## src/rtl/dc_remove_mc.sv

```systemverilog
// dc_remove_mc: multi-channel DC-offset removal with window calibration,
// optional leaky-integrator tracking, programmable gain and saturation.
module dc_remove_mc #(
  parameter int unsigned WIDTH       = 16,
  parameter int unsigned CHANNELS    = 2,
  parameter int unsigned LOG2_ACC    = 11,
  parameter int unsigned TRACK_SHIFT = 8,
  parameter int unsigned MAX_SHIFT   = 3,
  localparam int unsigned GW = (MAX_SHIFT < 1) ? 1 : $clog2(MAX_SHIFT + 1)
) (
  input  logic                      clk,
  input  logic                      rst,
  input  logic                      in_valid,
  input  logic [CHANNELS*WIDTH-1:0] in_data,
  input  logic                      calibrate,
  input  logic                      track_en,
  input  logic [GW-1:0]             gain_shift,
  output logic                      out_valid,
  output logic [CHANNELS*WIDTH-1:0] out_data,
  output logic                      busy,
  output logic                      cal_done
);

  localparam int unsigned ACC_W = WIDTH + LOG2_ACC;
  localparam int unsigned OFF_W = WIDTH + TRACK_SHIFT + 1;
  localparam int unsigned EFF_W = WIDTH + 1;
  localparam int unsigned DIF_W = WIDTH + 2;
  localparam int unsigned SH_W  = DIF_W + MAX_SHIFT;

  localparam logic signed [SH_W-1:0] SAT_HI = SH_W'({1'b0, {(WIDTH-1){1'b1}}});
  localparam logic signed [SH_W-1:0] SAT_LO = ~SAT_HI;

  typedef enum logic [1:0] {IDLE, ACCUM, HOLD, TRACK} state_t;

  state_t                     state;
  logic [LOG2_ACC-1:0]        cnt;
  logic signed [ACC_W-1:0]    acc      [CHANNELS];
  // off_q always holds the offset scaled by 2^TRACK_SHIFT, so the same
  // effective-offset path serves IDLE, HOLD and TRACK
  logic signed [OFF_W-1:0]    off_q    [CHANNELS];

  logic [GW-1:0]              gain_c;
  logic signed [WIDTH-1:0]    x        [CHANNELS];
  logic signed [EFF_W-1:0]    eff      [CHANNELS];
  logic signed [DIF_W-1:0]    diff     [CHANNELS];
  logic signed [SH_W-1:0]     shv      [CHANNELS];
  logic [WIDTH-1:0]           sat      [CHANNELS];
  logic signed [ACC_W-1:0]    acc_sum  [CHANNELS];
  logic signed [WIDTH-1:0]    cal_off  [CHANNELS];
  logic signed [OFF_W-1:0]    off_trk  [CHANNELS];
  logic signed [OFF_W-1:0]    off_load [CHANNELS];

  // Per-channel datapath: subtract, shift, saturate; plus accumulator/tracker next values
  always_comb begin
    gain_c = (gain_shift > GW'(MAX_SHIFT)) ? GW'(MAX_SHIFT) : gain_shift;
    for (int c = 0; c < CHANNELS; c++) begin
      x[c]    = in_data[c*WIDTH +: WIDTH];
      eff[c]  = EFF_W'(off_q[c] >>> TRACK_SHIFT);
      diff[c] = DIF_W'(x[c]) - DIF_W'(eff[c]);
      shv[c]  = SH_W'(diff[c]) <<< gain_c;
      if (shv[c] > SAT_HI) begin
        sat[c] = SAT_HI[WIDTH-1:0];
      end else if (shv[c] < SAT_LO) begin
        sat[c] = SAT_LO[WIDTH-1:0];
      end else begin
        sat[c] = shv[c][WIDTH-1:0];
      end
      acc_sum[c]  = acc[c] + ACC_W'(x[c]);
      cal_off[c]  = WIDTH'(acc_sum[c] >>> LOG2_ACC);
      off_trk[c]  = off_q[c] + OFF_W'(x[c]) - (off_q[c] >>> TRACK_SHIFT);
      off_load[c] = OFF_W'(cal_off[c]) <<< TRACK_SHIFT;
    end
  end

  // Control FSM, accumulators, offsets and registered outputs
  always_ff @(posedge clk) begin
    if (rst) begin
      state     <= IDLE;
      cnt       <= '0;
      busy      <= 1'b0;
      cal_done  <= 1'b0;
      out_valid <= 1'b0;
      out_data  <= '0;
      for (int c = 0; c < CHANNELS; c++) begin
        acc[c]   <= '0;
        off_q[c] <= '0;
      end
    end else begin
      cal_done  <= 1'b0;
      out_valid <= in_valid;
      if (in_valid) begin
        for (int c = 0; c < CHANNELS; c++) begin
          out_data[c*WIDTH +: WIDTH] <= sat[c];
        end
      end

      case (state)
        IDLE, HOLD: begin
          if (calibrate) begin
            state <= ACCUM;
            busy  <= 1'b1;
            cnt   <= '0;
            for (int c = 0; c < CHANNELS; c++) acc[c] <= '0;
          end
        end
        ACCUM: begin
          if (calibrate) begin
            // restart the window; the offset in use is left untouched
            cnt <= '0;
            for (int c = 0; c < CHANNELS; c++) acc[c] <= '0;
          end else if (in_valid) begin
            if (cnt == '1) begin
              cnt      <= '0;
              cal_done <= 1'b1;
              busy     <= 1'b0;
              state    <= track_en ? TRACK : HOLD;
              for (int c = 0; c < CHANNELS; c++) begin
                acc[c]   <= '0;
                off_q[c] <= off_load[c];
              end
            end else begin
              cnt <= cnt + LOG2_ACC'(1);
              for (int c = 0; c < CHANNELS; c++) acc[c] <= acc_sum[c];
            end
          end
        end
        TRACK: begin
          if (calibrate) begin
            state <= ACCUM;
            busy  <= 1'b1;
            cnt   <= '0;
            for (int c = 0; c < CHANNELS; c++) acc[c] <= '0;
          end else if (in_valid) begin
            for (int c = 0; c < CHANNELS; c++) off_q[c] <= off_trk[c];
          end
        end
        default: begin
          state <= IDLE;
          busy  <= 1'b0;
        end
      endcase
    end
  end

endmodule

```

## config.mk

```make
export PLATFORM = sky130hd
export DESIGN_NAME = dc_remove_mc
export DESIGN_NICKNAME = d
export VERILOG_FILES = /design/src/rtl/dc_remove_mc.sv
export SDC_FILE = /design/constraint.sdc
export NUM_CORES = 1
export LEC_CHECK = 0
export ABC_CLOCK_PERIOD_IN_PS = 4350
export CAP_MARGIN = 20
export CORE_MARGIN = 5
export CORE_UTILIZATION = 56
export CTS_CLUSTER_SIZE = 12
export DETAILED_ROUTE_END_ITERATION = 16
export PLACE_DENSITY = 0.75
export SLEW_MARGIN = 10
export SYNTH_ARGS = -nofsm -noshare
export SYNTH_HDL_FRONTEND = slang
export SYNTH_SLANG_ARGS = --single-unit
```

## constraint.sdc

```tcl
create_clock -name clk -period 4.35 [get_ports clk]
set_clock_uncertainty 0.1 [all_clocks]
set_input_delay 0.87 -clock clk [delete_from_list [all_inputs] [get_ports clk]]
set_output_delay 0.87 -clock clk [all_outputs]
set_load 0.005 [all_outputs]
```

* Word-level counts from Yosys, hierarchy flattened *
Memory sizes are Yosys's and may differ from the RTL's.
Cells that the tools add are included.
W data, S select, Z words.

storage, ports and cells
  bits in read-only memories = 0
  input port bits = 39
  memories kept = 2
  RAM bits = 104
  bits in registers = 48
  output and inout port bits = 35
  latch bits = 0
  logic and storage cells = 116

memory list
  memory  depth  bits a word  rd ports  clocked after Yosys merged registers in  wr ports  line  source
  acc     2      27           2         0                                        2         37    logic signed [ACC_W-1:0] acc [CHANNELS];
  off_q   2      25           2         0                                        2         40    logic signed [OFF_W-1:0] off_q [CHANNELS];

cells by class
  shift-type cells = 2
  multiply operators = 0
  bitwise logic cells = 14
  mux-type cells = 64
  add/sub/neg operators = 9
  eq/ne operators = 9
  reductions and logical operators = 5
  order comparisons = 5
  div/mod/pow operators = 0

operator list
  operator                 count
  $mux W27                 10
  $mux W25                 4
  $mux W16                 4
  $add A27 B16 Y27         2
  $add A25 B16 Y25         2
  $sub A25 B17 Y25         2
  $mux W11                 4
  $gt A21 B16 Y1 const B   2
  $lt A21 B16 Y1 const B   2
  $sshl A18 B2 Y21         2
  $sub A16 B17 Y18         2
  $mux W1                  34
  $pmux W11 S2             1
  $or A1 B1 Y1             14
  $add A11 B1 Y11 const B  1
  $eq A11 B11 Y1 const B   1
  $mux W2                  5
  $ne A2 B2 Y1 const B     3
  $eq A2 B2 Y1 const B     2
  $pmux W2 S2              1
  $reduce_and A4 Y1        1
  $ne A3 B3 Y1 const B     1
  $reduce_or A3 Y1         1
  $eq A2 B1 Y1 const B     1
  6 further kinds          6

* Longest topological paths before layout *
  word-level depth = 10
  gate-level depth with buffers = 16
  gate-level depth less buffers = 16

* Worst setup path after synthesis *
Ideal clock, no wire load.

  kind = input to register
  start = in in_data[2]
  end = mem off_q[0][20] (netlist name), data pin
  library setup time = 257 ps
  data arrival time = 3840 ps
  path buffers = 0
  data required time = 3993 ps
  stages = 14
  slack = 153 ps
  cells stage by stage = inv_1 > fa_1 > inv_1 > ha_1 > nor2b_1 > o21ai_2 > a21boi_1 > o41ai_1 > a21boi_1 > or4_1 > nand2_1 > o21ai_0 > a211o_1 > a32o_1

RTL lines
  item             line  source
  start, declared  14    input logic [CHANNELS*WIDTH-1:0] in_data,
  end, declared    40

==> flow_metrics.tcl <==
set metrics [dict create \
    cts_tree "yes" \
    numCtsBuffers 17 \
    grt_use_total_pct 26.12 \
    die_w_um 170.2 \
    worstSkewPairLatency_ns 0.44 \
    synth_ff_type "edfxtp_1" \
    final_nets 2081 \
    netlist_instances 1637 \
    start_util_pct 56.94 \
    drt_wl_total_um 38820 \
    yosysTopAreaCellShare_pct 21.72 \
    critPathMaxFanout 3 \
    cts.sinks 152 \
    slowest_stage "fa_1" \
    synth_top_family_by_area "compound AO/OA/AOI/OAI gates" \
    syn-num-nets 1865 \
    area.growth.synth_to_final_pct 20.72 \
    place_congestion 0.9436 \
    final_cells 2196 \
    antenna_found_initial 0 \
    yosysSeqAreaShare_pct 28.40 \
    rows 58 \
    yosys.area.top_type "edfxtp_1" \
    required_ns 4.44 \
    first_global_vias 12139 \
    cp_cell_sequence "clkdlybuf4s50_1, inv_1, fa_1, inv_1, ha_4, nor2b_2, o21ai_2, a21boi_2, o41ai_2, buf_4, a21boi_2, or4_4, nand2_2, o21ai_0, a211o_1, a32o_1" \
    drive_gt1_share_pct 14.84 \
    placedCellCount 2161 \
    muxShareOfSynthArea_pct 2.149 \
    cts_buffer_depth 2 \
    synth_xor_area_share_pct 7.065 \
    h-tree-depth 4 \
    hold_class "reg -> reg" \
    io_pins 74 \
    dp_hpwl_um 29440 \
    yosys.area_share.simple_pct 15.45 \
    finalSetupViolCount 0 \
    status "finished clean" \
    arrival_ns 4.33 \
    crit_path_end_kind "register" \
    irDropWorstVdd_v 0.0002066 \
    slowest_delay_ns 0.52 \
    grt_max_degree 55 \
    first_pass_iters 5 \
    min_period_ns 4.249 \
    die-area_um2 28980 \
    drv_slew 0 \
    synth_fa_ha_area_share_pct 19.16 \
    via_per_inst 5.797 \
    wl_per_cell_um 17.68 \
    die_height_um 170.2 \
    cts.clk_slew.worst_paths_ns 0.06 \
    ys_seq_elements 152 \
    power_mw 5.681 \
    grt_pass1_wl_um 61290 \
    synth_warnings 0 \
    ys_top_cells_by_area "edfxtp_1, ha_1, fa_1, dfxtp_1, inv_1" \
    n_antenna_cell 0 \
    synth_compound_area_share_pct 20.84 \
    worst-setup-path-type "in -> reg" \
    syn_area_per_cell_um2 8.784 \
    vias 12731 \
    clock.fmax_mhz 235.4 \
    r2r_cells 13 \
    fill_cells 2010 \
    coreArea_um2 25250 \
    worst_pin_slew_ns 0.7394 \
    io_buffers 73 \
    holdBufCountCts 0 \
    period_share_pct 97.68 \
    max-slew-margin-rel_pct 50.70 \
    synthesis.area_um2 14380 \
    grt_overflow 0 \
    startpoint_type "input pin" \
    ys_types 91 \
    powerDensity_nw_per_um2 327.3 \
    whs_path_depth 2 \
    route.detailed.drc 0 \
    tns_ns 0 \
    ant_nets 0 \
    async_flop_share_pct 0 \
    synth_edf_count 104 \
    root_buffer "clkbuf_16" \
    dr.first_iter.drc_count 1094 \
    power.leakage_nw 8.092 \
    hold_violations 0 \
    max_cap_violations 0 \
]
-- synthesized netlist by cell type (9+ instances only) --
master and count:
a211o_1 9, a211oi_1 29, a211oi_2 10, a21o_1 58, a21oi_1 103, a31oi_1 14, and2_1 9, and3_1 12
clkbuf_1 28, dfxtp_1 48, edfxtp_1 104, fa_1 52, ha_1 137, inv_1 206, mux2i_1 23, nand2_1 90
nand2b_1 32, nand3_1 26, nand4_1 10, nor2_1 189, nor2b_1 19, nor3_1 34, o211ai_1 10, o21a_1 23
o21ai_0 57, o21ai_1 13, o21bai_1 9, o22ai_1 29, or3_1 10, xnor2_1 57, xor2_1 59
-- layout by cell type (no fill, tap or decap), types with 18 or more instances in the layout --
cell and instances:
o21ai_0 50, o21a_1 23, xor2_1 59, buf_4 161, edfxtp_1 104, a21oi_1 101, ha_1 133, a211oi_1 26
mux2i_1 23, inv_1 204, nor3_1 33, nor2_1 189, clkdlybuf4s50_1 71, a21o_1 58, o22ai_1 29, clkbuf_16 19
o21ai_1 18, nand2b_1 32, nand2_1 89, xnor2_1 57, dfxtp_1 48, nand3_1 25, fa_1 50
-- worst max-delay path, delay by kind of cell --
kind                       cells  cell delay (ns)
adders and majority gates      2             0.73
buffers and inverters          4             0.77
and+or+nand+nor                3             0.71
AOI/OAI and AO/OA              7             1.26
-- path summary, 6_finish.rpt --
kind                        to         start  slack [ns]
hold reg to reg   out_data[20]  out_data[20]        0.35
hold / removal    out_data[20]  out_data[20]        0.35
setup / recovery  off_q[0][20]    in_data[2]        0.10
setup reg to reg  off_q[0][46]  off_q[0][37]        0.60
-- cell type report --
type | instances | area (um^2) | share of cell area, %
inverter | 207 | 777.0 | 4.476
tap | 330 | 412.9 | 2.379
clock buffer | 23 | 491.7 | 2.833
sequential | 152 | 4084 | 23.53
clock inverter | 9 | 87.58 | 0.5045
multi-input combinational | 1237 | 9485 | 54.64
timing repair buffer | 238 | 2021 | 11.64
-- flip-flops by register name, summed over array words and instances (netlist names) --
name and count:
cal_done 1, off_q 50, cnt 11, busy 1, out_data 32, state 2
acc 54, out_valid 1
-- stage by stage --
step / instance area (um^2) / hold WS, ns / worst slack, ns / util (%)
2_1_floorplan: 14380 / 0.3431 / 0.1531 / -
3_3_place_gp: 16590 / 0.3373 / -0.5696 / 65.68
3_5_place_dp: 16590 / 0.3398 / -0.6483 / 65.68
4_1_cts: 17230 / 0.3481 / 0.00006795 / 68.23
5_1_grt: 17360 / 0.3714 / -0.05390 / 68.74
6_report: 17360 / 0.3478 / 0.1011 / 68.74
-- layer usage --
layer / global-route usage (%) / vias to the layer above / wire, um
met1: 38.00 / 6071 / 18000
li1: - / 6210 / -
met5: 0 / - / 0
met2: 41.16 / 397 / 17590
met4: 6.806 / 0 / 673
met3: 3.647 / 53 / 2542
-- report_power, final --
part | leakage, nW | internal [mW] | switching [mW]
Combinational | 6.33 | 1.14 | 1.32
Clock | 0.290 | 0.863 | 0.663
Sequential | 1.47 | 1.64 | 0.0603
Total | 8.09 | 3.64 | 2.04
-- cells by family (layout without fill, tap and decap cells) --
logic type      after synthesis  in the layout
xor+xnor                    116            116
buf+inv                     248            477
simple gates                468            468
mux                          29             29
fa+ha+maj                   189            189
flops                       152            152
compound gates              435            435
-- repair_timing --
| item | CTS | global route |
|---|---|---|
| resized for setup | 18 | 26 |
| setup buffers | 2 | 1 |
| endpoints found under the hold margin | 0 | 0 |
| setup endpoints to repair | 5 | 15 |
| cloned | 0 | 0 |
| pin swaps | 8 | 17 |
Note: power is estimated with default switching activity, not from simulation.
